===== config.mk =====
export PLATFORM = sky130hd
export DESIGN_NAME = n1_pf_flat
export DESIGN_NICKNAME = d
export VERILOG_FILES = /design/src/rtl/n1_pf_if.sv /design/src/rtl/n1_pf.sv /design/src/flat_wrapper.sv
export SDC_FILE = /design/constraint.sdc
export NUM_CORES = 1
export LEC_CHECK = 0
export ABC_AREA = 1
export BUFFER_PORTS_ARGS = -buffer_cell sky130_fd_sc_hd__buf_2
export CAP_MARGIN = 20
export CORE_MARGIN = 2
export CORE_UTILIZATION = 60
export CTS_BUF_LIST = sky130_fd_sc_hd__clkbuf_4 sky130_fd_sc_hd__clkbuf_8
export DETAILED_ROUTE_END_ITERATION = 10
export PLACE_DENSITY = 0.79
export RECOVER_POWER = 50
export SLEW_MARGIN = 20
export SYNTH_ARGS = -nofsm -noshare
export SYNTH_HDL_FRONTEND = slang
export SYNTH_SLANG_ARGS = --single-unit

===== constraint.sdc =====
create_clock -name clk_i -period 7.8 [get_ports clk_i]
set_clock_uncertainty 0.15 [all_clocks]
set_input_delay 2.34 -clock clk_i [delete_from_list [all_inputs] [get_ports clk_i]]
set_output_delay 2.34 -clock clk_i [all_outputs]
set_load 0.05 [all_outputs]

===== src/rtl/n1_pf_if.sv =====
`default_nettype none
// =====================================================================
// n1_pf_if -- program-bus, flow-control and IR-side signals of n1_pf.
// Rev 1.0
// =====================================================================
interface n1_pf_if #(
  parameter int PBUS_AW = 14,
  parameter int PBUS_DW = 16
);
  logic               pbus_cyc_o;
  logic               pbus_stb_o;
  logic [PBUS_AW-1:0] pbus_adr_o;
  logic               pbus_ack_i;
  logic               pbus_err_i;
  logic               pbus_stall_i;
  logic [PBUS_DW-1:0] pbus_dat_i;
  logic               fc2pf_redirect_i;
  logic [PBUS_AW-1:0] fc2pf_target_i;
  logic               fc2pf_hold_i;
  logic               pf2ir_valid_o;
  logic [PBUS_DW-1:0] pf2ir_dat_o;
  logic [PBUS_AW-1:0] pf2ir_adr_o;
  logic               ir2pf_ready_i;
  logic               pf2excpt_buserr_o;

  modport master (
    output pbus_cyc_o, pbus_stb_o, pbus_adr_o,
    input  pbus_ack_i, pbus_err_i, pbus_stall_i, pbus_dat_i,
    input  fc2pf_redirect_i, fc2pf_target_i, fc2pf_hold_i,
    output pf2ir_valid_o, pf2ir_dat_o, pf2ir_adr_o,
    input  ir2pf_ready_i,
    output pf2excpt_buserr_o
  );

  modport slave (
    input  pbus_cyc_o, pbus_stb_o, pbus_adr_o,
    output pbus_ack_i, pbus_err_i, pbus_stall_i, pbus_dat_i,
    output fc2pf_redirect_i, fc2pf_target_i, fc2pf_hold_i,
    input  pf2ir_valid_o, pf2ir_dat_o, pf2ir_adr_o,
    output ir2pf_ready_i,
    input  pf2excpt_buserr_o
  );
endinterface
`default_nettype wire


===== src/rtl/n1_pf.sv =====
`default_nettype none
// =====================================================================
// n1_pf -- N1 program-bus prefetcher: pipelined Wishbone reads into a
// DEPTH-entry word/address FIFO. Optional macro: N1_PF_ABORT_EN. Rev 1.0
// =====================================================================
module n1_pf #(
  parameter int                 PBUS_AW = 14,
  parameter int                 PBUS_DW = 16,
  parameter int                 DEPTH   = 4,
  parameter logic [PBUS_AW-1:0] RST_ADR = '0,
  localparam int                LW      = $clog2(DEPTH) + 1
) (
  input  logic          clk_i,
  input  logic          async_rst_i,
  n1_pf_if.master       bus,
  output logic [1:0]    prb_pf_state_o,
  output logic [LW-1:0] prb_pf_level_o
);
  localparam int PW  = $clog2(DEPTH);
  // Back-to-back redirects can stack discards beyond DEPTH, so give headroom.
  localparam int DCW = LW + 4;

  typedef enum logic [1:0] {
    S_FETCH = 2'b00,
    S_DRAIN = 2'b01,
    S_ABORT = 2'b10,
    S_ERROR = 2'b11
  } state_t;

  state_t             state_q, state_d;
  logic [PBUS_AW-1:0] adr_q, adr_d;
  logic [PBUS_AW-1:0] rsp_adr_q, rsp_adr_d;
  logic [LW-1:0]      level_q, level_d;
  logic [LW-1:0]      out_q, out_d;
  logic [DCW-1:0]     disc_q, disc_d;
  logic [PW-1:0]      rd_q, rd_d, wr_q, wr_d;
  logic               shold_q, shold_d;
  logic               buserr_q, buserr_d;
  logic [PBUS_DW-1:0] dat_mem_q [DEPTH];
  logic [PBUS_AW-1:0] adr_mem_q [DEPTH];

  logic w_active, w_room, w_stb, w_acc, w_rsp, w_disc;
  logic w_push, w_bad, w_valid, w_pop;

  assign w_active = (state_q == S_FETCH) || (state_q == S_DRAIN);
  assign w_room   = ({1'b0, level_q} + {1'b0, out_q}) < (LW+1)'(DEPTH);
  // shold_q keeps a stalled request on the bus even if hold rises meanwhile.
  assign w_stb    = async_rst_i && w_active &&
                    (shold_q || (!bus.fc2pf_hold_i && w_room));
  assign w_acc    = w_stb && !bus.pbus_stall_i;
  assign w_rsp    = w_active && (bus.pbus_ack_i || bus.pbus_err_i);
  assign w_disc   = (disc_q != '0);
  assign w_push   = w_rsp && bus.pbus_ack_i && !w_disc && !bus.fc2pf_redirect_i;
  assign w_bad    = w_rsp && bus.pbus_err_i && !w_disc && !bus.fc2pf_redirect_i;
  assign w_valid  = (level_q != '0);
  assign w_pop    = w_valid && bus.ir2pf_ready_i;

  always_comb begin
    state_d   = state_q;
    adr_d     = w_acc ? adr_q + PBUS_AW'(1) : adr_q;
    rsp_adr_d = w_push ? rsp_adr_q + PBUS_AW'(1) : rsp_adr_q;
    level_d   = level_q + LW'(w_push) - LW'(w_pop);
    out_d     = out_q + LW'(w_acc) - LW'(w_rsp && !w_disc);
    disc_d    = disc_q - DCW'(w_rsp && w_disc);
    rd_d      = rd_q + PW'(w_pop);
    wr_d      = wr_q + PW'(w_push);
    shold_d   = w_stb && bus.pbus_stall_i && !bus.fc2pf_redirect_i;
    buserr_d  = w_bad;

    if (state_q == S_DRAIN && disc_d == '0) state_d = S_FETCH;
    if (state_q == S_ABORT)                 state_d = S_FETCH;
    if (w_bad) begin
      state_d = S_ERROR;
      out_d   = '0;
    end

    if (bus.fc2pf_redirect_i) begin
      adr_d     = bus.fc2pf_target_i;
      rsp_adr_d = bus.fc2pf_target_i;
      level_d   = '0;
      rd_d      = '0;
      wr_d      = '0;
`ifdef N1_PF_ABORT_EN
      out_d     = '0;
      disc_d    = '0;
      // From ERROR the bus cycle is already closed, so no abort cycle is needed.
      state_d   = (state_q == S_ERROR) ? S_FETCH : S_ABORT;
`else
      // Everything still in flight, including a request accepted right now,
      // belongs to the old stream and must be dropped.
      disc_d    = disc_q + DCW'(out_q) + DCW'(w_acc) - DCW'(w_rsp);
      out_d     = '0;
      state_d   = (disc_d != '0) ? S_DRAIN : S_FETCH;
`endif
    end
  end

  always_ff @(posedge clk_i or negedge async_rst_i) begin
    if (!async_rst_i) begin
      state_q   <= S_FETCH;
      adr_q     <= RST_ADR;
      rsp_adr_q <= RST_ADR;
      level_q   <= '0;
      out_q     <= '0;
      disc_q    <= '0;
      rd_q      <= '0;
      wr_q      <= '0;
      shold_q   <= 1'b0;
      buserr_q  <= 1'b0;
    end else begin
      state_q   <= state_d;
      adr_q     <= adr_d;
      rsp_adr_q <= rsp_adr_d;
      level_q   <= level_d;
      out_q     <= out_d;
      disc_q    <= disc_d;
      rd_q      <= rd_d;
      wr_q      <= wr_d;
      shold_q   <= shold_d;
      buserr_q  <= buserr_d;
    end
  end

  always_ff @(posedge clk_i or negedge async_rst_i) begin
    if (!async_rst_i) begin
      for (int i = 0; i < DEPTH; i++) begin
        dat_mem_q[i] <= '0;
        adr_mem_q[i] <= '0;
      end
    end else if (w_push) begin
      dat_mem_q[wr_q] <= bus.pbus_dat_i;
      adr_mem_q[wr_q] <= rsp_adr_q;
    end
  end

  assign bus.pbus_cyc_o        = w_active && (w_stb || (out_q != '0) || w_disc);
  assign bus.pbus_stb_o        = w_stb;
  assign bus.pbus_adr_o        = adr_q;
  assign bus.pf2ir_valid_o     = w_valid;
  assign bus.pf2ir_dat_o       = dat_mem_q[rd_q];
  assign bus.pf2ir_adr_o       = adr_mem_q[rd_q];
  assign bus.pf2excpt_buserr_o = buserr_q;
  assign prb_pf_state_o        = state_q;
  assign prb_pf_level_o        = level_q;
endmodule
`default_nettype wire


===== src/flat_wrapper.sv =====
// flat-port wrapper written by rule: the top's interface ports become plain ports
module n1_pf_flat 
#(
  parameter int                 PBUS_AW = 14,
  parameter int                 PBUS_DW = 16,
  parameter int                 DEPTH   = 4,
  parameter logic [PBUS_AW-1:0] RST_ADR = '0,
  localparam int                LW      = $clog2(DEPTH) + 1
)
  (clk_i, async_rst_i, prb_pf_state_o, prb_pf_level_o, bus_pbus_cyc_o, bus_pbus_stb_o, bus_pbus_adr_o, bus_pbus_ack_i, bus_pbus_err_i, bus_pbus_stall_i, bus_pbus_dat_i, bus_fc2pf_redirect_i, bus_fc2pf_target_i, bus_fc2pf_hold_i, bus_pf2ir_valid_o, bus_pf2ir_dat_o, bus_pf2ir_adr_o, bus_ir2pf_ready_i, bus_pf2excpt_buserr_o);
  n1_pf_if #(.PBUS_AW(PBUS_AW), .PBUS_DW(PBUS_DW)) bus_i ();
  input  logic clk_i;
  input  logic async_rst_i;
  output logic [1:0] prb_pf_state_o;
  output logic [LW-1:0] prb_pf_level_o;
  output wire logic [$bits(bus_i.pbus_cyc_o)-1:0] bus_pbus_cyc_o;
  output wire logic [$bits(bus_i.pbus_stb_o)-1:0] bus_pbus_stb_o;
  output wire logic [$bits(bus_i.pbus_adr_o)-1:0] bus_pbus_adr_o;
  input wire logic [$bits(bus_i.pbus_ack_i)-1:0] bus_pbus_ack_i;
  input wire logic [$bits(bus_i.pbus_err_i)-1:0] bus_pbus_err_i;
  input wire logic [$bits(bus_i.pbus_stall_i)-1:0] bus_pbus_stall_i;
  input wire logic [$bits(bus_i.pbus_dat_i)-1:0] bus_pbus_dat_i;
  input wire logic [$bits(bus_i.fc2pf_redirect_i)-1:0] bus_fc2pf_redirect_i;
  input wire logic [$bits(bus_i.fc2pf_target_i)-1:0] bus_fc2pf_target_i;
  input wire logic [$bits(bus_i.fc2pf_hold_i)-1:0] bus_fc2pf_hold_i;
  output wire logic [$bits(bus_i.pf2ir_valid_o)-1:0] bus_pf2ir_valid_o;
  output wire logic [$bits(bus_i.pf2ir_dat_o)-1:0] bus_pf2ir_dat_o;
  output wire logic [$bits(bus_i.pf2ir_adr_o)-1:0] bus_pf2ir_adr_o;
  input wire logic [$bits(bus_i.ir2pf_ready_i)-1:0] bus_ir2pf_ready_i;
  output wire logic [$bits(bus_i.pf2excpt_buserr_o)-1:0] bus_pf2excpt_buserr_o;
  assign bus_pbus_cyc_o = bus_i.pbus_cyc_o;
  assign bus_pbus_stb_o = bus_i.pbus_stb_o;
  assign bus_pbus_adr_o = bus_i.pbus_adr_o;
  assign bus_i.pbus_ack_i = bus_pbus_ack_i;
  assign bus_i.pbus_err_i = bus_pbus_err_i;
  assign bus_i.pbus_stall_i = bus_pbus_stall_i;
  assign bus_i.pbus_dat_i = bus_pbus_dat_i;
  assign bus_i.fc2pf_redirect_i = bus_fc2pf_redirect_i;
  assign bus_i.fc2pf_target_i = bus_fc2pf_target_i;
  assign bus_i.fc2pf_hold_i = bus_fc2pf_hold_i;
  assign bus_pf2ir_valid_o = bus_i.pf2ir_valid_o;
  assign bus_pf2ir_dat_o = bus_i.pf2ir_dat_o;
  assign bus_pf2ir_adr_o = bus_i.pf2ir_adr_o;
  assign bus_i.ir2pf_ready_i = bus_ir2pf_ready_i;
  assign bus_pf2excpt_buserr_o = bus_i.pf2excpt_buserr_o;
  n1_pf #(.PBUS_AW(PBUS_AW), .PBUS_DW(PBUS_DW), .DEPTH(DEPTH), .RST_ADR(RST_ADR)) u_core (.clk_i(clk_i), .async_rst_i(async_rst_i), .bus(bus_i), .prb_pf_state_o(prb_pf_state_o), .prb_pf_level_o(prb_pf_level_o));
endmodule

==> impl_metrics.json <==
{
  "status": "complete, but fails checks",
  "violations": "capacitance limit, slew limit",
  "cts_tree": "done",
  "syn_nets": 1122,
  "drtAntennaViolNets": 0,
  "synth_top_area_share_pct": 48.3,
  "cap_viol_max_count": 4,
  "vdd_drop_max_mv": 0.231,
  "required_ns": 5.31,
  "yosys.area.top_type": "dfrtp_1",
  "tightestPinTransition_ns": 3.42,
  "drt-pass1-iter-count": 5,
  "period_share_pct": 79.0,
  "place_inst": 1285,
  "ys_types": 40,
  "whs_path_depth": 2,
  "place_ws_ns": 1.62,
  "grt_util_met3_pct": 5.37,
  "initial_core_util_pct": 60.9,
  "hpwl_mm": 12.3,
  "synthCells": 1058,
  "hold_viol_final": 0,
  "worst_slack_ns": 1.64,
  "dieHeight_um": 125,
  "internal_power_uw": 1730,
  "cp_max_fo": 56,
  "slew_headroom_pct": -128,
  "synth_area_per_cell_um2": 8.27,
  "end_kind": "primary output",
  "track_usage_pct": 25.7,
  "grt_use_met1_pct": 35.1,
  "final_cells": 1316,
  "ctsHoldBuffers": 0,
  "syn_to_final_growth_pct": 8.36,
  "via_count": 7282,
  "synth_seq_cells": 169,
  "clock_sinks": 169,
  "antenna_found_initial": 0,
  "r2r.worst_path.cells": 8,
  "min_period_ns": 6.16,
  "cts_root_buf": "clkbuf_8",
  "postCtsSetupBuffers": 0,
  "async_flop_share_pct": 100,
  "power.switching_uw": 1600,
  "powerDensity_mw_per_mm2": 352,
  "numCtsBuffers": 17,
  "grt_use_met2_pct": 41.9,
  "overflow": 0,
  "io_buffers": 90,
  "n_antenna_cell": 0,
  "drive_above_1_share_pct": 13.0,
  "num_rows": 44,
  "cts_resized": 0,
  "die_area_mm2": 0.0156,
  "holdWs_ns": 0.331,
  "nNetsFinal": 1184,
  "finalMaxSlewViolations": 228,
  "place_congestion": 0.880,
  "core_mm2": 0.0144,
  "cp-start-kind": "input port",
  "clk_pin_slew_ns": 0.08,
  "syn_area_mm2": 0.00875,
  "clock_power_share_pct": 18.6,
  "hp-class": "flop to flop",
  "grt_first_pass_wirelength_mm": 33.0,
  "drt_iter0_markers": 562,
  "critPathKind": "input port to primary output",
  "grt_pass1_vias": 6944,
  "ioPinCount": 91,
  "top_usage_layer": "met2",
  "drcViolationCount": 0,
  "finalWirelength_mm": 19.3,
  "rsz0062_at_grt": "no",
  "clock.fmax_ghz": 0.162,
  "synth_edf_count": 0,
  "swShare_pct": 48.0,
  "pwr-share-seq_pct": 32.7,
  "clk_latency_ns": 0.47,
  "wire_per_inst_um": 14.6,
  "cp.arrival_ns": 3.67,
  "yosysSeqAreaShare_pct": 48.3,
  "setup_viol_count_final": 0,
  "synth-main-ff-cell": "dfrtp_1",
  "synth_commonest_cells": "229 x nand2_1, 169 x dfrtp_1, 124 x o21ai_0",
  "htree_levels": 4,
  "dieWidth_um": 125,
  "grt_start_max_net_pins": 64,
  "synth_area_leaders": "dfrtp_1 48%, nand2_1 9.8%, o21ai_0 7.1%, nor2_1 5.1%, inv_1 4.5%",
  "final.setup.tns_ns": 0,
  "synth_most_common_cell": "nand2_1",
  "cts_buffer_depth": 2,
  "leakagePower_uw": 0.00475,
  "comb_power_share_pct": 48.7,
  "fin_util_pct": 66.0,
  "yosys_warnings": 0,
  "viasPerCell": 5.53
}
state kept, by name (all words and copies together), names as in the netlist:
signal / flops
u_core.adr_mem_q: 56
u_core.prb_pf_level_o: 3
u_core.rd_q: 2
u_core.prb_pf_state_o: 2
u_core.disc_q: 7
u_core.rsp_adr_q: 14
u_core.wr_q: 2
u_core.shold_q: 1
u_core.dat_mem_q: 64
u_core.bus.pbus_adr_o: 14
u_core.out_q: 3
u_core.bus.pf2excpt_buserr_o: 1
critical path: stages:
cell and delay (ns):
buf_6 0.39, inv_1 0.08, nor2_1 0.14, nand2_1 0.09, inv_1 0.08, nor3_1 0.05, a21oi_1 0.17, buf_2 0.30
routing by layer:
metal | part of all wire [%] | routed length [um] | up-vias
met5 | 0 | 0 | -
met4 | 1.3 | 258 | 0
met3 | 5.7 | 1090 | 20
met2 | 47 | 8990 | 210
met1 | 46 | 8940 | 3445
li1 | - | - | 3607
kinds of logic (layout without fill, tap and decap cells):
| logic type | count (synthesis) | count (layout) | synth area share, % |
|---|---|---|---|
| AO/OA/AOI/OAI | 264 | 264 | 17.4 |
| XOR/XNOR | 13 | 13 | 1.30 |
| adder cells (fa/ha/maj) | 26 | 26 | 4.06 |
| buffers and inverters | 157 | 231 | 8.24 |
| flip-flops | 169 | 169 | 48.3 |
| multiplexers | 1 | 1 | 0.114 |
| AND/OR/NAND/NOR | 428 | 428 | 20.5 |
power groups by stage:
stage               combinational, uW  sequential (uW)  clock [uW]
detailed placement               1630             1100           0
finish                           1620             1090         620
floorplan                        1210             1150           0
CTS                              1640             1090         626
global placement                 1610             1100           0
global route                     1790             1110         664
cell type report:
type | instances | area (um^2)
Timing Repair Buffer | 94 | 459
Multi-Input combinational cell | 732 | 3770
Inverter | 106 | 398
Clock inverter | 8 | 83.8
Sequential cell | 169 | 4230
Tap cell | 184 | 230
Clock buffer | 23 | 310
Fill cell | 1270 | 4890
per-stage QoR:
stage               power, uW  instance area [um^2]
floorplan                2360                  8750
CTS                      3350                  9540
global placement         2710                  9150
finish                   3340                  9480
detailed placement       2740                  9150
global route             3570                  9480
cell usage in the layout, fill, tap and decap left out, drive strengths merged:
cell type	synthesis	final
a21boi	1	1
a21o	1	1
a21oi	11	11
a22oi	1	1
a31oi	9	9
buf	31	74
bufinv	0	1
clkbuf	20	43
clkinv	0	1
clkinvlp	0	3
dfrtp	169	169
fa	4	4
ha	22	22
inv	106	109
mux2i	1	1
nand2	232	232
nand3	52	52
nand3b	1	1
nand4	8	8
nor2	121	121
nor3	11	11
nor4	1	1
o211ai	9	9
o21a	1	1
o21ai	199	199
o21bai	2	2
o22ai	30	30
or2	2	2
xnor2	4	4
xor2	9	9
worst paths after layout:
| kind | from | endpoint | slack, ns |
|---|---|---|---|
| max | async_rst_i | bus_pbus_cyc_o | 1.64 |
| min | u_core.dat_mem_q[19] | u_core.dat_mem_q[19] | 0.33 |
| max reg2reg | u_core.disc_q[4] | u_core.dat_mem_q[57] | 4.16 |
| min reg2reg | u_core.dat_mem_q[19] | u_core.dat_mem_q[19] | 0.33 |
| max in group asynchronous | async_rst_i | u_core.rd_q[1] | 1.97 |
| min in group asynchronous | async_rst_i | u_core.dat_mem_q[12] | 1.67 |
Power figures use the tool's default switching activity.
